===== src/rtl/mem_access_ctrl_if.sv =====
// Request/response and memory-port bundle for mem_access_ctrl.
// slave  : the controller (accepts requests, drives the memory port).
// master : the datapath + memory side (issues requests, returns read data).
interface mem_access_ctrl_if;
   // request channel (valid/ready)
   logic        req_vld;
   logic        req_rdy;
   logic        req_write;
   logic [15:0] req_addr;
   logic [15:0] req_dat;
   // response channel (valid/ready, held until accepted)
   logic        resp_vld;
   logic        resp_rdy;
   logic [15:0] resp_dat;
   logic        resp_err;
   // memory port
   logic [15:0] mem_addr;
   logic [15:0] mem_din;
   logic        mem_we;
   logic [15:0] mem_dout;
   logic        mem_oob;

   modport slave (
      input  req_vld, req_write, req_addr, req_dat, resp_rdy, mem_dout, mem_oob,
      output req_rdy, resp_vld, resp_dat, resp_err, mem_addr, mem_din, mem_we
   );

   modport master (
      output req_vld, req_write, req_addr, req_dat, resp_rdy, mem_dout, mem_oob,
      input  req_rdy, resp_vld, resp_dat, resp_err, mem_addr, mem_din, mem_we
   );
endinterface


===== src/rtl/mem_access_ctrl.sv =====
// Purpose: single-word load/store initiator for the 16-bit data memory, with OOB write blocking and sticky fault.
// Latency: response valid 2 cycles after request accept; one access per 4 cycles at best.
// Backpressure: req_rdy low from accept until the response is taken; response held stable while resp_rdy is low.
//
// Ports:
//   clk, rst      - clock, asynchronous active-high reset
//   bus (slave)   - request channel, response channel and memory port
//   fault_clr     - synchronous clear of fault_sticky (a same-cycle fault wins)
//   fault_sticky  - set by any out-of-bounds access
//   busy          - controller is not idle
//   access_count  - completed in-bounds accesses, wraps at 16 bits
module mem_access_ctrl #(
   parameter int unsigned MEM_WORDS = 1024
) (
   input  logic               clk,
   input  logic               rst,
   mem_access_ctrl_if.slave   bus,
   input  logic               fault_clr,
   output logic               fault_sticky,
   output logic               busy,
   output logic [15:0]        access_count
);

   // 17 bits so MEM_WORDS = 65536 still compares correctly
   localparam logic [16:0] ADDR_LIMIT = 17'(MEM_WORDS);

   typedef enum logic [1:0] {IDLE, ACCESS, CAPTURE, RESP} state_t;

   state_t      state_q, state_d;
   logic        write_q, write_d;
   logic [15:0] addr_q, addr_d;
   logic [15:0] data_q, data_d;
   logic        oob_q, oob_d;
   logic        mem_oob_q, mem_oob_d;
   logic [15:0] resp_dat_q, resp_dat_d;
   logic        resp_err_q, resp_err_d;
   logic        fault_q, fault_d;
   logic [15:0] count_q, count_d;
   logic        capture_err;

   assign capture_err = oob_q | mem_oob_q;

   // ---------------- state register ----------------
   always_ff @(posedge clk or posedge rst) begin
      if (rst) state_q <= IDLE;
      else     state_q <= state_d;
   end

   // ---------------- next-state logic ----------------
   always_comb begin
      state_d = state_q;
      case (state_q)
         IDLE:    if (bus.req_vld) state_d = ACCESS;
         ACCESS:  state_d = CAPTURE;
         CAPTURE: state_d = RESP;
         RESP:    if (bus.resp_rdy) state_d = IDLE;
         default: state_d = IDLE;
      endcase
   end

   // ---------------- datapath registers ----------------
   always_ff @(posedge clk or posedge rst) begin
      if (rst) begin
         write_q    <= 1'b0;
         addr_q     <= '0;
         data_q     <= '0;
         oob_q      <= 1'b0;
         mem_oob_q  <= 1'b0;
         resp_dat_q <= '0;
         resp_err_q <= 1'b0;
         fault_q    <= 1'b0;
         count_q    <= '0;
      end else begin
         write_q    <= write_d;
         addr_q     <= addr_d;
         data_q     <= data_d;
         oob_q      <= oob_d;
         mem_oob_q  <= mem_oob_d;
         resp_dat_q <= resp_dat_d;
         resp_err_q <= resp_err_d;
         fault_q    <= fault_d;
         count_q    <= count_d;
      end
   end

   always_comb begin
      write_d    = write_q;
      addr_d     = addr_q;
      data_d     = data_q;
      oob_d      = oob_q;
      mem_oob_d  = mem_oob_q;
      resp_dat_d = resp_dat_q;
      resp_err_d = resp_err_q;
      fault_d    = fault_q;
      count_d    = count_q;

      if (state_q == IDLE && bus.req_vld) begin
         write_d = bus.req_write;
         addr_d  = bus.req_addr;
         data_d  = bus.req_dat;
         // no address arithmetic: 0xFFFF is simply out of range, never aliased
         oob_d   = ({1'b0, bus.req_addr} >= ADDR_LIMIT);
      end

      // memory's own OOB flag is taken at the same edge that samples the address
      if (state_q == ACCESS) mem_oob_d = bus.mem_oob;

      if (state_q == CAPTURE) begin
         resp_err_d = capture_err;
         resp_dat_d = capture_err ? 16'h0000 : bus.mem_dout;
         if (!capture_err) count_d = count_q + 16'd1;
      end

      // clear first so a fault raised in the same cycle overrides it
      if (fault_clr) fault_d = 1'b0;
      if (state_q == CAPTURE && capture_err) fault_d = 1'b1;
   end

   // ---------------- outputs ----------------
   always_comb begin
      bus.req_rdy  = (state_q == IDLE);
      bus.resp_vld = (state_q == RESP);
      busy         = (state_q != IDLE);
      // combinational from state so reset kills the strobe without a clock
      bus.mem_we   = (state_q == ACCESS) & write_q & ~oob_q;
      // address/data latch only on accept, so they hold outside ACCESS
      bus.mem_addr = addr_q;
      bus.mem_din  = data_q;
      bus.resp_dat = resp_dat_q;
      bus.resp_err = resp_err_q;
      fault_sticky = fault_q;
      access_count = count_q;
   end

endmodule


===== src/flat_wrapper.sv =====
// flat-port wrapper written by rule: the top's interface ports become plain ports
module mem_access_ctrl_flat 
#(
   parameter int unsigned MEM_WORDS = 1024
)
  (clk, rst, fault_clr, fault_sticky, busy, access_count, bus_req_vld, bus_req_write, bus_req_addr, bus_req_dat, bus_resp_rdy, bus_mem_dout, bus_mem_oob, bus_req_rdy, bus_resp_vld, bus_resp_dat, bus_resp_err, bus_mem_addr, bus_mem_din, bus_mem_we);
  mem_access_ctrl_if bus_i ();
  input  logic clk;
  input  logic rst;
  input  logic fault_clr;
  output logic fault_sticky;
  output logic busy;
  output logic [15:0] access_count;
  input wire logic [$bits(bus_i.req_vld)-1:0] bus_req_vld;
  input wire logic [$bits(bus_i.req_write)-1:0] bus_req_write;
  input wire logic [$bits(bus_i.req_addr)-1:0] bus_req_addr;
  input wire logic [$bits(bus_i.req_dat)-1:0] bus_req_dat;
  input wire logic [$bits(bus_i.resp_rdy)-1:0] bus_resp_rdy;
  input wire logic [$bits(bus_i.mem_dout)-1:0] bus_mem_dout;
  input wire logic [$bits(bus_i.mem_oob)-1:0] bus_mem_oob;
  output wire logic [$bits(bus_i.req_rdy)-1:0] bus_req_rdy;
  output wire logic [$bits(bus_i.resp_vld)-1:0] bus_resp_vld;
  output wire logic [$bits(bus_i.resp_dat)-1:0] bus_resp_dat;
  output wire logic [$bits(bus_i.resp_err)-1:0] bus_resp_err;
  output wire logic [$bits(bus_i.mem_addr)-1:0] bus_mem_addr;
  output wire logic [$bits(bus_i.mem_din)-1:0] bus_mem_din;
  output wire logic [$bits(bus_i.mem_we)-1:0] bus_mem_we;
  assign bus_i.req_vld = bus_req_vld;
  assign bus_i.req_write = bus_req_write;
  assign bus_i.req_addr = bus_req_addr;
  assign bus_i.req_dat = bus_req_dat;
  assign bus_i.resp_rdy = bus_resp_rdy;
  assign bus_i.mem_dout = bus_mem_dout;
  assign bus_i.mem_oob = bus_mem_oob;
  assign bus_req_rdy = bus_i.req_rdy;
  assign bus_resp_vld = bus_i.resp_vld;
  assign bus_resp_dat = bus_i.resp_dat;
  assign bus_resp_err = bus_i.resp_err;
  assign bus_mem_addr = bus_i.mem_addr;
  assign bus_mem_din = bus_i.mem_din;
  assign bus_mem_we = bus_i.mem_we;
  mem_access_ctrl #(.MEM_WORDS(MEM_WORDS)) u_core (.clk(clk), .rst(rst), .bus(bus_i), .fault_clr(fault_clr), .fault_sticky(fault_sticky), .busy(busy), .access_count(access_count));
endmodule

===== config.mk =====
export PLATFORM = sky130hd
export DESIGN_NAME = mem_access_ctrl_flat
export DESIGN_NICKNAME = d
export VERILOG_FILES = /design/src/rtl/mem_access_ctrl_if.sv /design/src/rtl/mem_access_ctrl.sv /design/src/flat_wrapper.sv
export SDC_FILE = /design/constraint.sdc
export NUM_CORES = 1
export LEC_CHECK = 0
export CORE_MARGIN = 8
export CORE_UTILIZATION = 40
export DETAILED_ROUTE_END_ITERATION = 8
export PLACE_DENSITY = 0.74
export SLEW_MARGIN = 10
export SYNTH_ARGS = -nofsm -noshare
export SYNTH_HDL_FRONTEND = slang
export SYNTH_SLANG_ARGS = --single-unit
export TNS_END_PERCENT = 20

===== constraint.sdc =====
create_clock -name clk -period 2.93 [get_ports clk]
set_input_delay 0.4395 -clock clk [delete_from_list [all_inputs] [get_ports clk]]
set_output_delay 0.4395 -clock clk [all_outputs]
set_load 0.05 [all_outputs]

==> impl_metrics.json <==
{
  "post_drt_via_cell_ratio": 4.57,
  "finalWorstSetupSlack_ns": 0.483,
  "rsz0062_at_grt": "no",
  "wl_um": 7110,
  "yosys-top-cells-area": "dfrtp_1, mux2_2, o21ai_0, nand2_1, inv_1",
  "fin_tns_setup_ns": 0,
  "antenna_found_initial": 0,
  "worst_ep_arrival_time_ns": 2.01,
  "fillers": 556,
  "root_buffer": "clkbuf_8",
  "dp_hpwl_um": 5350,
  "layout_commonest_cell": "clkdlybuf4s50_1",
  "synthMuxAreaShare": 0.137,
  "worstSetupPathType": "reg2out",
  "seq_area_frac_synth": 0.619,
  "holdCritPathClass": "in2async",
  "core_um2": 7100,
  "startpoint_type": "flip-flop",
  "die_x_um": 101,
  "reg2reg_slack_ns": 0.99,
  "first_pass_iters": 4,
  "place_congestion": 0.748,
  "layout.nets": 423,
  "avgSynthCellArea_um2": 12.5,
  "synth_seq_cells": 71,
  "clk_pin_slew_ns": 0.08,
  "synth_xor_area_frac": 0.0458,
  "r2r_start": "u_core.state_q[0]",
  "drive_gt1_frac": 0.163,
  "synth_top_area_cell": "dfrtp_1",
  "layout_min_cycle_time_ns": 2.45,
  "postCtsSetupRepairBufs": 0,
  "grt_pass1_vias": 2380,
  "die_h_um": 101,
  "status": "finished, final reports clean",
  "yosys.area.top_type_share": 0.619,
  "critPathRequiredTime_ns": 2.49,
  "mostFrequentLayoutCells": "clkdlybuf4s50_1, dfrtp_1, mux2_2",
  "clkSinkCount": 71,
  "tightest_slew_ns": 0.544,
  "ys_warn_count": 0,
  "area.growth.synth_to_final_pct": 56.8,
  "hold_violations": 0,
  "reg2reg_depth": 6,
  "cp_max_fo": 3,
  "yosysUniqueCellTypes": 25,
  "die_area_um2": 10100,
  "synth_flop_cell": "dfrtp_1",
  "pre_cts_ws_ns": 0.835,
  "grt_max_degree": 72,
  "yosys.area_share.adder": 0.0218,
  "io_pins": 125,
  "drtIter0Drc": 61,
  "fin_crit_sh": 0.835,
  "totalPowerFinal_mw": 5.60,
  "relSlewSlack": 0.636,
  "drc_errors": 0,
  "clockBufferDepth": 2,
  "synthSimpleGateAreaFrac": 0.0937,
  "finalClockSkew_ns": 0.00976,
  "grt_usage": 0.147,
  "power.leakage_nw": 1.93,
  "synth_top_family_by_area": "multiplexers",
  "multi_input_area_um2": 972,
  "vias": 2134,
  "ctsHoldBuffers": 0,
  "insertion_delay_ns": 0.33,
  "htreeDepth": 3,
  "end_kind": "output port",
  "portBuffers": 124,
  "final-seq-area_um2": 1780,
  "vdd_drop_max_uv": 734,
  "rows": 31,
  "synthCells": 230,
  "rr_endpoint": "u_core.access_count[15]",
  "ant_nets": 0,
  "drv_slew": 0,
  "p_per_area_nw_per_um2": 1240,
  "tritoncts": "done",
  "max_freq_ghz": 0.409,
  "synth-async-reset-ratio": 1.00,
  "wl_per_cell_um": 15.2,
  "synth_edf_count": 0,
  "grt_overflow": 0,
  "synth_compound_area_frac": 0.0401,
  "cts_made_buffers": 9,
  "start_util": 0.404,
  "syn_nets": 290,
  "setup-violations-final": 0,
  "drv_cap": 0,
  "antennaDiodeCount": 0,
  "netlist_area_um2": 2870,
  "grt_pass1_wl_um": 11700,
  "cts_resized": 0
}
## power by group
group / switching (mW) / internal [mW]
Clock: 0.353 / 0.586
Combinational: 1.94 / 1.08
Sequential: 0.249 / 1.39
## synthesized netlist by cell type (all sizes together) (2+ instances only)
| library cell | n |
|---|---|
| mux2 | 35 |
| nor2 | 7 |
| xnor2 | 8 |
| and2 | 2 |
| nor3 | 3 |
| clkbuf | 3 |
| xor2 | 7 |
| nand4 | 4 |
| nand3 | 3 |
| o21ai | 20 |
| inv | 24 |
| buf | 4 |
| ha | 5 |
| dfrtp | 71 |
| nand2 | 25 |
## per-stage QoR
stage / instances / util / hold WS [ns] / area, um^2
finish: 467 / 0.634 / 0.489 / 4500
floorplan: 230 / - / 0.480 / 2870
global placement: 451 / 0.599 / 0.461 / 4250
detailed placement: 451 / 0.599 / 0.476 / 4250
CTS: 467 / 0.634 / 0.491 / 4500
global route: 467 / 0.634 / 0.496 / 4500
## state kept, by name, summed over array words and instances, names as in the netlist
| register | count |
|---|---|
| u_core.mem_oob_q | 1 |
| u_core.bus.mem_din | 16 |
| u_core.access_count | 16 |
| u_core.write_q | 1 |
| u_core.bus.resp_dat | 16 |
| u_core.bus.resp_err | 1 |
| u_core.bus.mem_addr | 16 |
| u_core.fault_sticky | 1 |
| u_core.state_q | 2 |
| u_core.oob_q | 1 |
## logic make-up after synthesis
kind of cell               count (synthesis)
buffers and inverters                     31
xor gates and xnor gates                  15
adders and majority gates                  5
and+or+nand+nor                           51
AOI/OAI and AO/OA                         22
DFF                                       71
muxes                                     35
## per-layer routing
layer,share of wire,GRT usage,routed length (um),vias to the layer above
met5,0,0,0,-
met4,0.0062,0.0523,44,0
met3,0.12,0.0870,888,5
met2,0.47,0.230,3340,82
met1,0.40,0.161,2840,1023
li1,-,-,-,1024
## worst max path at each step
stage,slack (ns),start,endpoint
finish,0.48,u_core.state_q[1],bus_mem_we
global route,0.29,u_core.state_q[1],bus_mem_we
floorplan,0.69,rst,u_core.access_count[0]
detailed placement,0.83,u_core.state_q[1],bus_mem_we
CTS,0.45,u_core.state_q[1],bus_mem_we
global placement,0.87,u_core.state_q[1],bus_mem_we
## worst max-delay path: stages (launching register included)
cell             delay, ns
dfrtp_1               0.40
inv_1                 0.11
ha_1                  0.19
nand2_1               0.05
nor2_1                0.10
clkdlybuf4s50_1       0.83
## cell type report
class | count | share of cell area
multi-input combinational | 128 | 0.216
timing repair buffer | 129 | 0.287
tap | 99 | 0.0275
inverter | 24 | 0.0200
sequential | 71 | 0.395
clock inverter | 6 | 0.0239
clock buffer | 10 | 0.0306
No activity file was read; power rests on OpenSTA's default activity.
==> RTL edit (config.mk and constraints unchanged) <==
`addr_q`, `data_q` and `resp_dat_q` no longer have a reset.
--- a/src/rtl/mem_access_ctrl.sv
+++ b/src/rtl/mem_access_ctrl.sv
@@ -62,25 +62,25 @@
    always_ff @(posedge clk or posedge rst) begin
       if (rst) begin
          write_q    <= 1'b0;
-         addr_q     <= '0;
-         data_q     <= '0;
          oob_q      <= 1'b0;
          mem_oob_q  <= 1'b0;
-         resp_dat_q <= '0;
          resp_err_q <= 1'b0;
          fault_q    <= 1'b0;
          count_q    <= '0;
       end else begin
          write_q    <= write_d;
-         addr_q     <= addr_d;
-         data_q     <= data_d;
          oob_q      <= oob_d;
          mem_oob_q  <= mem_oob_d;
-         resp_dat_q <= resp_dat_d;
          resp_err_q <= resp_err_d;
          fault_q    <= fault_d;
          count_q    <= count_d;
       end
+   end
+
+   always_ff @(posedge clk) begin
+      addr_q     <= addr_d;
+      data_q     <= data_d;
+      resp_dat_q <= resp_dat_d;
    end
 
    always_comb begin
Formal check against the unedited RTL: not equivalent (Yosys sat finds a counterexample within 4 cycles, from zero or initial values and one cycle with rst high).
==> RTL edit against the unedited design <==
Sequential cell count is the same; count of clock-buffer cells in the layout grew 1; synthesized area shrank 7.8%; setup slack lost 0.0064 ns; combinational power shrank 45%; routed wire length shrank 3.9%; critical endpoint unchanged; global-route usage grew 0.15 points; clock skew shrank 0.0035 ns; critical path depth shrank 1; sequential power shrank 9%; synthesized cell count shrank 31%; power shrank 30%; final area shrank 7.0%.
==> RTL edit: results <==
[timing]
finalClockSkew_ns = 0.00628
holdWs_ns = 0.476

[route]
wl_met2_um = 3280
wl_met3_um = 677
finalWirelength_um = 6830
wl_per_cell_um = 18.1
vias = 1798
drt_iter0_markers = 71

[placement]
dpl_cell_area_um2 = 4000
hpwl_um = 5280

[setup_path]
rrSetupSlack_ns = 1.17
slowest_delay_ns = 0.81
r2r_cells = 5
reg2reg_to = u_core.access_count[1]$_DFFE_PP0P_

[synth]
synth_seq_area_share = 0.763
synth.avg_cell_area_um2 = 16.6
synth_async_sr_flop_share = 0.324
synth_flop_cell = edfxtp_1
synth_edf_count = 48
synth_nets = 219

[global_routing]
grt_usage = 0.149
grt_pass1_wl_um = 10900
grt_use_met3 = 0.0633
grt_pass1_vias = 1871
use_met2 = 0.238

[pwr]
max-vdd-ir-drop_mv = 0.558
p_sw_frac = 0.404
seqPwrFrac = 0.381
totalPowerFinal_uw = 3900
power_leakage_uw = 0.00165
p_clk_frac = 0.190

[run_status]
status = complete, no violations

[worst_hold_path]
min_path_type = reg2reg

[final_layout]
drive_above_1_share = 0.0797
layout.nets = 356
num-fill-cells = 505
[RTL edit: cells by family (layout without fill, tap and decap cells)]
| family | after synthesis | after routing | synth area share |
|---|---|---|---|
| mux | 3 | 3 | 0.0128 |
| flops | 71 | 71 | 0.763 |
| buf+inv | 8 | 150 | 0.0114 |
| fa+ha+maj | 5 | 5 | 0.0237 |
| compound gates | 6 | 6 | 0.0132 |
| xor+xnor | 15 | 15 | 0.0497 |
| simple gates | 51 | 51 | 0.127 |
[RTL edit: cell type report]
class	instances	area [um^2]	share of cell area
repair buffers	127	1260	0.302
clock buffers	11	131	0.0314
multi-input cells	80	598	0.143
inverters	7	26.3	0.00628
clock inverters	5	51.3	0.0123
flip-flops and latches	71	2020	0.482
well taps	77	96.3	0.0230
[RTL edit: metrics by stage]
stage                     utilization  setup slack (ns)
after floorplan                     -             0.674
after detailed placement        0.627             0.834
after global placement          0.627             0.861
after global routing            0.655             0.377
final                           0.655             0.477
after CTS                       0.655             0.466
